[config.mk]
export PLATFORM = sky130hd
export DESIGN_NAME = id_ex_stage_flat
export DESIGN_NICKNAME = d
export VERILOG_FILES = /design/src/rtl/id_ex_stage_pkg.sv /design/src/rtl/id_ex_stage_if.sv /design/src/rtl/id_ex_stage_hazard_detect.sv /design/src/rtl/id_ex_stage.sv /design/src/flat_wrapper.sv
export SDC_FILE = /design/constraint.sdc
export NUM_CORES = 1
export LEC_CHECK = 0
export ABC_AREA = 1
export ABC_CLOCK_PERIOD_IN_PS = 2400
export CAP_MARGIN = 0
export CORE_AREA = 4 4 118 120
export DETAILED_ROUTE_END_ITERATION = 10
export DIE_AREA = 0 0 122 124
export PLACE_DENSITY = 0.82
export SETUP_SLACK_MARGIN = 0.1
export SYNTH_ARGS = -nofsm -noshare
export SYNTH_HDL_FRONTEND = slang
export SYNTH_SLANG_ARGS = --single-unit
[constraint.sdc]
create_clock -name clk_i -period 2.4 [get_ports clk_i]
set_input_delay 0.48 -clock clk_i [delete_from_list [all_inputs] [get_ports clk_i]]
set_output_delay 0.48 -clock clk_i [all_outputs]
set_load 0.005 [all_outputs]
[src/rtl/id_ex_stage_pkg.sv]
// Shared pipeline definitions: control-word layout, NOP encoding and
// register index width used by the ID/EX stage and its neighbours.
package id_ex_stage_pkg;

    localparam int CTRL_W    = 10;
    localparam int REG_IDX_W = 5;

    // Bit positions inside the packed control word
    // {reg_write, mem_to_reg, mem_read, mem_write, branch, alu_src, reg_dst, alu_op[2:0]}
    localparam int CTRL_REG_WRITE  = 9;
    localparam int CTRL_MEM_TO_REG = 8;
    localparam int CTRL_MEM_READ   = 7;
    localparam int CTRL_MEM_WRITE  = 6;
    localparam int CTRL_BRANCH     = 5;
    localparam int CTRL_ALU_SRC    = 4;
    localparam int CTRL_REG_DST    = 3;
    localparam int CTRL_ALU_OP_MSB = 2;
    localparam int CTRL_ALU_OP_LSB = 0;

    typedef logic [CTRL_W-1:0]    ctrl_t;
    typedef logic [REG_IDX_W-1:0] reg_idx_t;

    // All-zero control word: no register write, no memory access
    localparam ctrl_t CTRL_NOP = '0;

    // Register $0 is hard-wired to zero in MIPS
    localparam reg_idx_t REG_ZERO = '0;

    function automatic logic ctrl_mem_read(input ctrl_t c);
        return c[CTRL_MEM_READ];
    endfunction

endpackage

[src/rtl/id_ex_stage_if.sv]
// ID/EX boundary bundle: decoded ID fields in, registered EX fields and
// hazard stall controls out.
interface id_ex_stage_if
    import id_ex_stage_pkg::*;
#(
    parameter int DATA_W = 32
);
    logic              flush_i;
    logic [DATA_W-1:0] id_pc_plus4_i;
    logic [DATA_W-1:0] id_rs_data_i;
    logic [DATA_W-1:0] id_rt_data_i;
    logic [DATA_W-1:0] id_imm_i;
    reg_idx_t          id_rs_i;
    reg_idx_t          id_rt_i;
    reg_idx_t          id_rd_i;
    ctrl_t             id_ctrl_i;

    logic [DATA_W-1:0] ex_pc_plus4_o;
    logic [DATA_W-1:0] ex_rs_data_o;
    logic [DATA_W-1:0] ex_rt_data_o;
    logic [DATA_W-1:0] ex_imm_o;
    reg_idx_t          ex_rs_o;
    reg_idx_t          ex_rt_o;
    reg_idx_t          ex_rd_o;
    ctrl_t             ex_ctrl_o;
    logic              pc_write_o;
    logic              ifid_write_o;
    logic              stall_o;

    // Decode side: drives ID fields and flush, observes EX and stall controls
    modport master (
        output flush_i, id_pc_plus4_i, id_rs_data_i, id_rt_data_i, id_imm_i,
               id_rs_i, id_rt_i, id_rd_i, id_ctrl_i,
        input  ex_pc_plus4_o, ex_rs_data_o, ex_rt_data_o, ex_imm_o,
               ex_rs_o, ex_rt_o, ex_rd_o, ex_ctrl_o,
               pc_write_o, ifid_write_o, stall_o
    );

    // Pipeline register side
    modport slave (
        input  flush_i, id_pc_plus4_i, id_rs_data_i, id_rt_data_i, id_imm_i,
               id_rs_i, id_rt_i, id_rd_i, id_ctrl_i,
        output ex_pc_plus4_o, ex_rs_data_o, ex_rt_data_o, ex_imm_o,
               ex_rs_o, ex_rt_o, ex_rd_o, ex_ctrl_o,
               pc_write_o, ifid_write_o, stall_o
    );

endinterface

[src/rtl/id_ex_stage_hazard_detect.sv]
// Load-use hazard detection: a load in EX whose destination rt is read by
// the instruction currently in ID. Register $0 never creates a dependency.
module id_ex_stage_hazard_detect
    import id_ex_stage_pkg::*;
(
    input  logic     ex_mem_read_i,
    input  reg_idx_t ex_rt_i,
    input  reg_idx_t id_rs_i,
    input  reg_idx_t id_rt_i,
    output logic     haz_o
);

    // The rt match is taken even when the ID opcode does not read rt; the
    // occasional extra bubble is cheaper than decoding the opcode here.
    always_comb begin
        haz_o = ex_mem_read_i
              & (ex_rt_i != REG_ZERO)
              & ((ex_rt_i == id_rs_i) | (ex_rt_i == id_rt_i));
    end

endmodule

[src/rtl/id_ex_stage.sv]
// ID/EX pipeline register with integrated load-use stall control.
// A detected hazard freezes PC and IF/ID and feeds STALL_CYCLES bubbles
// into EX; a branch flush from MEM overrides any stall in progress.
module id_ex_stage
    import id_ex_stage_pkg::*;
#(
    parameter int DATA_W       = 32,
    parameter int STALL_CYCLES = 1
)(
    input  logic          clk_i,
    input  logic          rst_i,
    id_ex_stage_if.slave  bus
);

    localparam int                CNT_W      = $clog2(STALL_CYCLES + 1);
    localparam logic [CNT_W-1:0] CNT_RELOAD = CNT_W'(STALL_CYCLES - 1);
    localparam logic [CNT_W-1:0] CNT_ONE    = CNT_W'(1);

    logic [DATA_W-1:0] ex_pc_plus4_p1;
    logic [DATA_W-1:0] ex_rs_data_p1;
    logic [DATA_W-1:0] ex_rt_data_p1;
    logic [DATA_W-1:0] ex_imm_p1;
    reg_idx_t          ex_rs_p1;
    reg_idx_t          ex_rt_p1;
    reg_idx_t          ex_rd_p1;
    ctrl_t             ex_ctrl_p1;
    logic [CNT_W-1:0]  cnt_p1;

    logic haz;
    logic stall;

    id_ex_stage_hazard_detect u_hazard_detect (
        .ex_mem_read_i (ctrl_mem_read(ex_ctrl_p1)),
        .ex_rt_i       (ex_rt_p1),
        .id_rs_i       (bus.id_rs_i),
        .id_rt_i       (bus.id_rt_i),
        .haz_o         (haz)
    );

    // Stall is held for the detect cycle plus any remaining counted bubbles
    always_comb begin
        stall = haz | (cnt_p1 != '0);
    end

    // Control word and bubble counter: reset, then flush, then stall priority
    always_ff @(posedge clk_i) begin
        if (!rst_i) begin
            ex_ctrl_p1 <= CTRL_NOP;
            cnt_p1     <= '0;
        end else if (bus.flush_i) begin
            ex_ctrl_p1 <= CTRL_NOP;
            cnt_p1     <= '0;
        end else if (stall) begin
            ex_ctrl_p1 <= CTRL_NOP;
            if (haz && (cnt_p1 == '0)) begin
                cnt_p1 <= CNT_RELOAD;
            end else if (cnt_p1 != '0) begin
                cnt_p1 <= cnt_p1 - CNT_ONE;
            end
        end else begin
            ex_ctrl_p1 <= bus.id_ctrl_i;
            cnt_p1     <= '0;
        end
    end

    // Operand and index fields follow ID every cycle; a bubble is made
    // harmless by its zero control word alone
    always_ff @(posedge clk_i) begin
        if (!rst_i) begin
            ex_pc_plus4_p1 <= '0;
            ex_rs_data_p1  <= '0;
            ex_rt_data_p1  <= '0;
            ex_imm_p1      <= '0;
            ex_rs_p1       <= '0;
            ex_rt_p1       <= '0;
            ex_rd_p1       <= '0;
        end else begin
            ex_pc_plus4_p1 <= bus.id_pc_plus4_i;
            ex_rs_data_p1  <= bus.id_rs_data_i;
            ex_rt_data_p1  <= bus.id_rt_data_i;
            ex_imm_p1      <= bus.id_imm_i;
            ex_rs_p1       <= bus.id_rs_i;
            ex_rt_p1       <= bus.id_rt_i;
            ex_rd_p1       <= bus.id_rd_i;
        end
    end

    // ---- EX stage boundary: registered outputs and stall controls ----
    always_comb begin
        bus.ex_pc_plus4_o = ex_pc_plus4_p1;
        bus.ex_rs_data_o  = ex_rs_data_p1;
        bus.ex_rt_data_o  = ex_rt_data_p1;
        bus.ex_imm_o      = ex_imm_p1;
        bus.ex_rs_o       = ex_rs_p1;
        bus.ex_rt_o       = ex_rt_p1;
        bus.ex_rd_o       = ex_rd_p1;
        bus.ex_ctrl_o     = ex_ctrl_p1;
        bus.stall_o       = stall;
        bus.pc_write_o    = ~stall | bus.flush_i;
        bus.ifid_write_o  = ~stall | bus.flush_i;
    end

endmodule

[src/flat_wrapper.sv]
// flat-port wrapper written by rule: the top's interface ports become plain ports
module id_ex_stage_flat import id_ex_stage_pkg::*;
#(
    parameter int DATA_W       = 32,
    parameter int STALL_CYCLES = 1
)
  (clk_i, rst_i, bus_flush_i, bus_id_pc_plus4_i, bus_id_rs_data_i, bus_id_rt_data_i, bus_id_imm_i, bus_id_rs_i, bus_id_rt_i, bus_id_rd_i, bus_id_ctrl_i, bus_ex_pc_plus4_o, bus_ex_rs_data_o, bus_ex_rt_data_o, bus_ex_imm_o, bus_ex_rs_o, bus_ex_rt_o, bus_ex_rd_o, bus_ex_ctrl_o, bus_pc_write_o, bus_ifid_write_o, bus_stall_o);
  id_ex_stage_if #(.DATA_W(DATA_W)) bus_i ();
  input  logic clk_i;
  input  logic rst_i;
  input wire logic [$bits(bus_i.flush_i)-1:0] bus_flush_i;
  input wire logic [$bits(bus_i.id_pc_plus4_i)-1:0] bus_id_pc_plus4_i;
  input wire logic [$bits(bus_i.id_rs_data_i)-1:0] bus_id_rs_data_i;
  input wire logic [$bits(bus_i.id_rt_data_i)-1:0] bus_id_rt_data_i;
  input wire logic [$bits(bus_i.id_imm_i)-1:0] bus_id_imm_i;
  input wire logic [$bits(bus_i.id_rs_i)-1:0] bus_id_rs_i;
  input wire logic [$bits(bus_i.id_rt_i)-1:0] bus_id_rt_i;
  input wire logic [$bits(bus_i.id_rd_i)-1:0] bus_id_rd_i;
  input wire logic [$bits(bus_i.id_ctrl_i)-1:0] bus_id_ctrl_i;
  output wire logic [$bits(bus_i.ex_pc_plus4_o)-1:0] bus_ex_pc_plus4_o;
  output wire logic [$bits(bus_i.ex_rs_data_o)-1:0] bus_ex_rs_data_o;
  output wire logic [$bits(bus_i.ex_rt_data_o)-1:0] bus_ex_rt_data_o;
  output wire logic [$bits(bus_i.ex_imm_o)-1:0] bus_ex_imm_o;
  output wire logic [$bits(bus_i.ex_rs_o)-1:0] bus_ex_rs_o;
  output wire logic [$bits(bus_i.ex_rt_o)-1:0] bus_ex_rt_o;
  output wire logic [$bits(bus_i.ex_rd_o)-1:0] bus_ex_rd_o;
  output wire logic [$bits(bus_i.ex_ctrl_o)-1:0] bus_ex_ctrl_o;
  output wire logic [$bits(bus_i.pc_write_o)-1:0] bus_pc_write_o;
  output wire logic [$bits(bus_i.ifid_write_o)-1:0] bus_ifid_write_o;
  output wire logic [$bits(bus_i.stall_o)-1:0] bus_stall_o;
  assign bus_i.flush_i = bus_flush_i;
  assign bus_i.id_pc_plus4_i = bus_id_pc_plus4_i;
  assign bus_i.id_rs_data_i = bus_id_rs_data_i;
  assign bus_i.id_rt_data_i = bus_id_rt_data_i;
  assign bus_i.id_imm_i = bus_id_imm_i;
  assign bus_i.id_rs_i = bus_id_rs_i;
  assign bus_i.id_rt_i = bus_id_rt_i;
  assign bus_i.id_rd_i = bus_id_rd_i;
  assign bus_i.id_ctrl_i = bus_id_ctrl_i;
  assign bus_ex_pc_plus4_o = bus_i.ex_pc_plus4_o;
  assign bus_ex_rs_data_o = bus_i.ex_rs_data_o;
  assign bus_ex_rt_data_o = bus_i.ex_rt_data_o;
  assign bus_ex_imm_o = bus_i.ex_imm_o;
  assign bus_ex_rs_o = bus_i.ex_rs_o;
  assign bus_ex_rt_o = bus_i.ex_rt_o;
  assign bus_ex_rd_o = bus_i.ex_rd_o;
  assign bus_ex_ctrl_o = bus_i.ex_ctrl_o;
  assign bus_pc_write_o = bus_i.pc_write_o;
  assign bus_ifid_write_o = bus_i.ifid_write_o;
  assign bus_stall_o = bus_i.stall_o;
  id_ex_stage #(.DATA_W(DATA_W), .STALL_CYCLES(STALL_CYCLES)) u_core (.clk_i(clk_i), .rst_i(rst_i), .bus(bus_i));
endmodule
# Word level (Yosys, flattened, before mapping)
# Index checks and enable logic that the tools add are counted.
[word_totals]
register_bits = 154
wordCells = 24
[classes]
n_bitwise = 8
n_eq_ne = 2
reduce_logical = 4
addsub = 1
[ops]
columns = ["op", "count"]
rows = [
  ["== test 5 bit", 2],
  ["nonzero test 5 bit", 1],
  ["OR reduction 5 bit", 1],
  ["inverter 1 bit", 3],
  ["bitwise OR 1 bit", 3],
  ["OR reduction 3 bit", 1],
  ["bitwise AND 1 bit", 2],
  ["logical AND 1 bit", 1],
  ["subtractor 1 bit (second input constant)", 1],
]

# Logic depth before layout (Yosys ltp)
# Gate-level depths: netlist of run 1.
[logic_depth]
depth_word = 6
mapped_depth = 10

# Modules after synthesis
# Synthesis of run 1 repeated with hierarchy kept, for this count alone.
[hier_totals]
cells_unflattened = 529
area_unflattened_um2 = 4626.9
[by_module_without_submodules]
columns = ["module", "cells_per_inst", "area_per_inst_um2", "n_inst", "seq_area_each_um2"]
rows = [
  ["id_ex_stage", 484, 4431.8, 1, 3083.0],
  ["id_ex_stage_hazard_detect", 45, 195.2, 1, 0.0],
]

# Least setup slack after synthesis of run 1
# Ideal clock, no wire load.
[synth_timing]
kind = "input -> output"
startpoint = "input bus_id_rs_i[2]"
endpoint = "output bus_pc_write_o"
arrival_ns = 1.180
required_time_ns = 1.920
setup_slack_ns = 0.740
stages = 10
n_path_buf = 1
path_cell_list = "inv_1 nand2_1 nand2_1 nor2_1 nand3_1 nand2_1 nand2_2 nand2_1 nand2_1 buf_4"
[synth_via]
elab_chain_len = 6
[synth_lines]
columns = ["element", "line_no", "rtl"]
rows = [
  ["start, declared", "flat_wrapper.sv:16", "input wire logic [$bits(bus_i.id_rs_i)-1:0] bus_id_rs_i;"],
  ["== test 5 bit", "id_ex_stage_hazard_detect.sv:18", "& ((ex_rt_i == id_rs_i) | (ex_rt_i == id_rt_i));"],
  ["bitwise OR 1 bit", "id_ex_stage_hazard_detect.sv:18", ""],
  ["bitwise AND 1 bit", "id_ex_stage_hazard_detect.sv:18", ""],
  ["bitwise OR 1 bit", "id_ex_stage.sv:42", "stall = haz | (cnt_p1 != '0);"],
  ["named net bus_stall_o", "flat_wrapper.sv:30", "output wire logic [$bits(bus_i.stall_o)-1:0] bus_stall_o;"],
  ["inverter 1 bit", "-", ""],
  ["bitwise OR 1 bit", "-", ""],
  ["end, declared", "flat_wrapper.sv:28", "output wire logic [$bits(bus_i.pc_write_o)-1:0] bus_pc_write_o;"],
]
# The timed path passes the listed nets, and every way through them passes these cells.

# Worst setup path after layout of run 1
[layout_timing]
startpoint = "input bus_id_rs_i[4]"
endpoint = "output bus_pc_write_o"
[layout_via]
elab_chain_len = 6
[layout_lines]
columns = ["element", "line_no", "rtl"]
rows = [
  ["== test 5 bit", "id_ex_stage_hazard_detect.sv:18", ""],
  ["bitwise OR 1 bit", "id_ex_stage_hazard_detect.sv:18", ""],
  ["bitwise AND 1 bit", "id_ex_stage_hazard_detect.sv:18", ""],
  ["bitwise OR 1 bit", "id_ex_stage.sv:42", ""],
  ["inverter 1 bit", "id_ex_stage.sv:99", "bus.pc_write_o = ~stall | bus.flush_i;"],
  ["bitwise OR 1 bit", "id_ex_stage.sv:99", ""],
]
# No other way between the ends.

==> metrics.md, run 1 <==
| Metric | Value |
|---|---|
| Tcrit/Tclk final | 0.921 |
| Post-Layout Cell Count | about 1.0k |
| Req. time, crit path | 1920 ps |
| Crit-path max FO | 2 |
| Clock Sinks | roughly 150 |
| Core Util, Final | 0.655 |
| Outcome | finished, final reports clean |
| Nets | 1,008 |
| Ant diodes | 0 |
| Clock transition at path regs | 60 ps |
| Minimum clock period | 2210 ps |
| Skew final | 3.57 ps |
| Routed vias/inst | 3.93 |
| Peak Freq | 452 MHz |
| Crit Path Category | input port to primary output |
| Slew Limit Fails | 0 |
| GR Overflow Total | 0 |
| Vias | ~4k |
| Worst hold path class | input port to flip-flop |
| Lkg Pwr | 4.50 nW |
| Cell count after synthesis | 535 |
| Clk root buf | clkbuf_16 |
| Adder-Cell Fraction of Synth Area | 0 |
| Fraction of layout cells with a size suffix above 1 | 0.0544 |
| Startpoint Class | input port |
| DP Wirelength | 10,900 um |
| Final RePlAce weighted congestion | around 0.84 |
| Initial antenna violation count | 0 |
| Fillers | a little over 1k |
| Worst vdd ir | slightly above 0.0006 V |
| Post-Synthesis Net Count | about 690 |
| Final ANT Viol Nets | 0 |
| First-pass GRT wire length | about 20,000 um |
| Unique cell type count in the Yosys netlist | 14 |
| CTS Buf Count | 17 |
| Clock H-tree levels | 4 |
| Most common cell after layout, fill and taps aside | clkdlybuf4s50_1 |
| Hold-fix buffers, CTS | 0 |
| Most frequent cells in the layout | 299 x clkdlybuf4s50_1, 168 x inv_1, 167 x nand2_1 |
| Fin area | 0.00850 mm2 |
| Initial Utilization | 0.352 |
| Die height | 124 um |
| Total power | 6.27 mW |
| Routed len/inst | 13.2 um |
| Synth Area in Compound Gates | 0.00110 |
| #FFs+latches synth | 154 |
| Setup TNS | 0 ps |
| Pwr dens | 737 mW/mm2 |
| Register area | slightly above 0.003 mm2 |
| Die Width | 122 um |
| Mux cell area share after synthesis | 0 |
| Multi-input logic area | 771 um2 |
| Dpl ws | -199 ps |
| Gr usage total | 0.174 |
| Endpoints failing setup | 0 |
| Buffers added on ports | 311 |
| XOR/XNOR share of the synthesized area | 0.00384 |
| Max Cap Viol | 0 |
| # rows | 42 |
| RSZ-0062 raised after global routing | yes |
| First-pass DRT Iterations | 4 |
| Yosys warns | 0 |
| Post-DP Area | 0.00785 mm2 |
| Die area | 0.0151 mm2 |
| CP Capture Type | primary output |
| Largest family of logic cells by synthesized area | simple AND/OR/NAND/NOR gates |
| Syn Area/Cell | 8.53 um2 |
| # DRC | 0 |
| CP Data Arrival Time | 1730 ps |
| Post-Syn Area | 0.00457 mm2 |
| CTS tree | built |
| Core area | 0.0130 mm2 |
| Hold Slack | approximately 430 ps |
| Final setup margin | between 150 and 200 ps |
| Post-synthesis sequential area ratio | 0.675 |
| Clock Latency Late Sink | approximately 410 ps |
| Initial drt markers | between 100 and 150 |
| WL final | 13,700 um |
| CTS Buffer Depth | 2 |
| Inst Count DP | 1,008 |
| Vias in the first global route | a little over 4k |
| Post-Synth Simple-Gate Area | 0.161 |
| IO Pins | about 310 |
| Synth-to-layout area growth | 86.2% |
| Hold Vio Cnt, Final | 0 |
| Pin count of the biggest net entering global routing | 79 |
==> layer usage <==
layer,track usage,routed length [um],up-vias
met5,0,0,-
met4,0.0749,301,0
met2,0.321,7100,207
met3,0.112,2030,24
met1,0.146,4290,1777
li1,-,-,2075
==> kinds of logic (layout without fill, tap and decap cells) <==
family	Yosys count	in the layout
xor gates and xnor gates	2	2
buffers and inverters	187	516
other	1	1
and+or+nand+nor	190	190
DFF	154	154
AOI/OAI and AO/OA	1	1
==> timing repair <==
item                                    in CTS  in global routing
endpoints found under the setup margin       3                  3
buffers inserted                             0                  1
pin swaps                                    3                  3
resized for setup                           12                  9
==> report_power, final <==
part	switching [mW]	internal, mW
sequential	0.0389	2.69
clock	0.992	1.82
combinational	0.238	0.487
==> cell type report <==
class | instances | share of cell area
clock buffers | 21 | 0.0554
clock inverters | 10 | 0.0196
inverters | 169 | 0.0746
multi-input cells | 194 | 0.0907
flip-flops and latches | 154 | 0.364
well taps | 176 | 0.0259
repair buffers | 316 | 0.370
==> Yosys cell counts <==
master / count / share of area
nor2_1: 17 / 0.014
xnor2_1: 2 / 0.0038
o21ai_1: 1 / 0.0011
nand4_1: 1 / 0.0014
conb_1: 1 / 0.00082
dfxtp_1: 154 / 0.68
nand2_1: 168 / 0.14
inv_1: 169 / 0.14
nand3_4: 1 / 0.0038
nand2_2: 1 / 0.0014
nand3_1: 2 / 0.0022
buf_2: 10 / 0.011
buf_4: 2 / 0.0033
clkbuf_1: 6 / 0.0049
==> path summary, 6_finish.rpt <==
path,depth (start not counted),from,end,slack [ps]
max reg2reg,10,u_core.bus.ex_rt_o[2]$_SDFF_PN0_,u_core.bus.ex_ctrl_o[2]$_SDFF_PP0_,1080
min reg2reg,3,u_core.cnt_p1$_SDFF_PP0_,u_core.bus.ex_ctrl_o[6]$_SDFF_PP0_,620
min,3,bus_id_rs_i[2],u_core.bus.ex_rs_o[2]$_SDFF_PN0_,430
max,8,bus_id_rs_i[4],bus_pc_write_o,190
==> flip-flops by register name (all words and copies together), names as in the netlist <==
name and count:
u_core.bus.ex_imm_o 32, u_core.bus.ex_pc_plus4_o 32, u_core.bus.ex_rs_data_o 32, u_core.bus.ex_rt_data_o 32, u_core.bus.ex_ctrl_o 10, u_core.bus.ex_rd_o 5, u_core.bus.ex_rs_o 5, u_core.bus.ex_rt_o 5
u_core.cnt_p1 1
==> critical path, cell delays in order <==
cell	delay, ps
clkdlybuf4s50_1	500
xnor2_1	130
nand3_1	90
nand2_1	70
nand2_2	60
nand2_2	70
nand2_1	60
dlygate4sd2_1	260
Note: power is estimated with default switching activity, not from simulation.
==> run 2: changes to the inputs <==
- CTS_CLUSTER_SIZE: unset -> 30
==> results of run 2 <==
Final layout, timing and power as in run 1 (identical DEF).
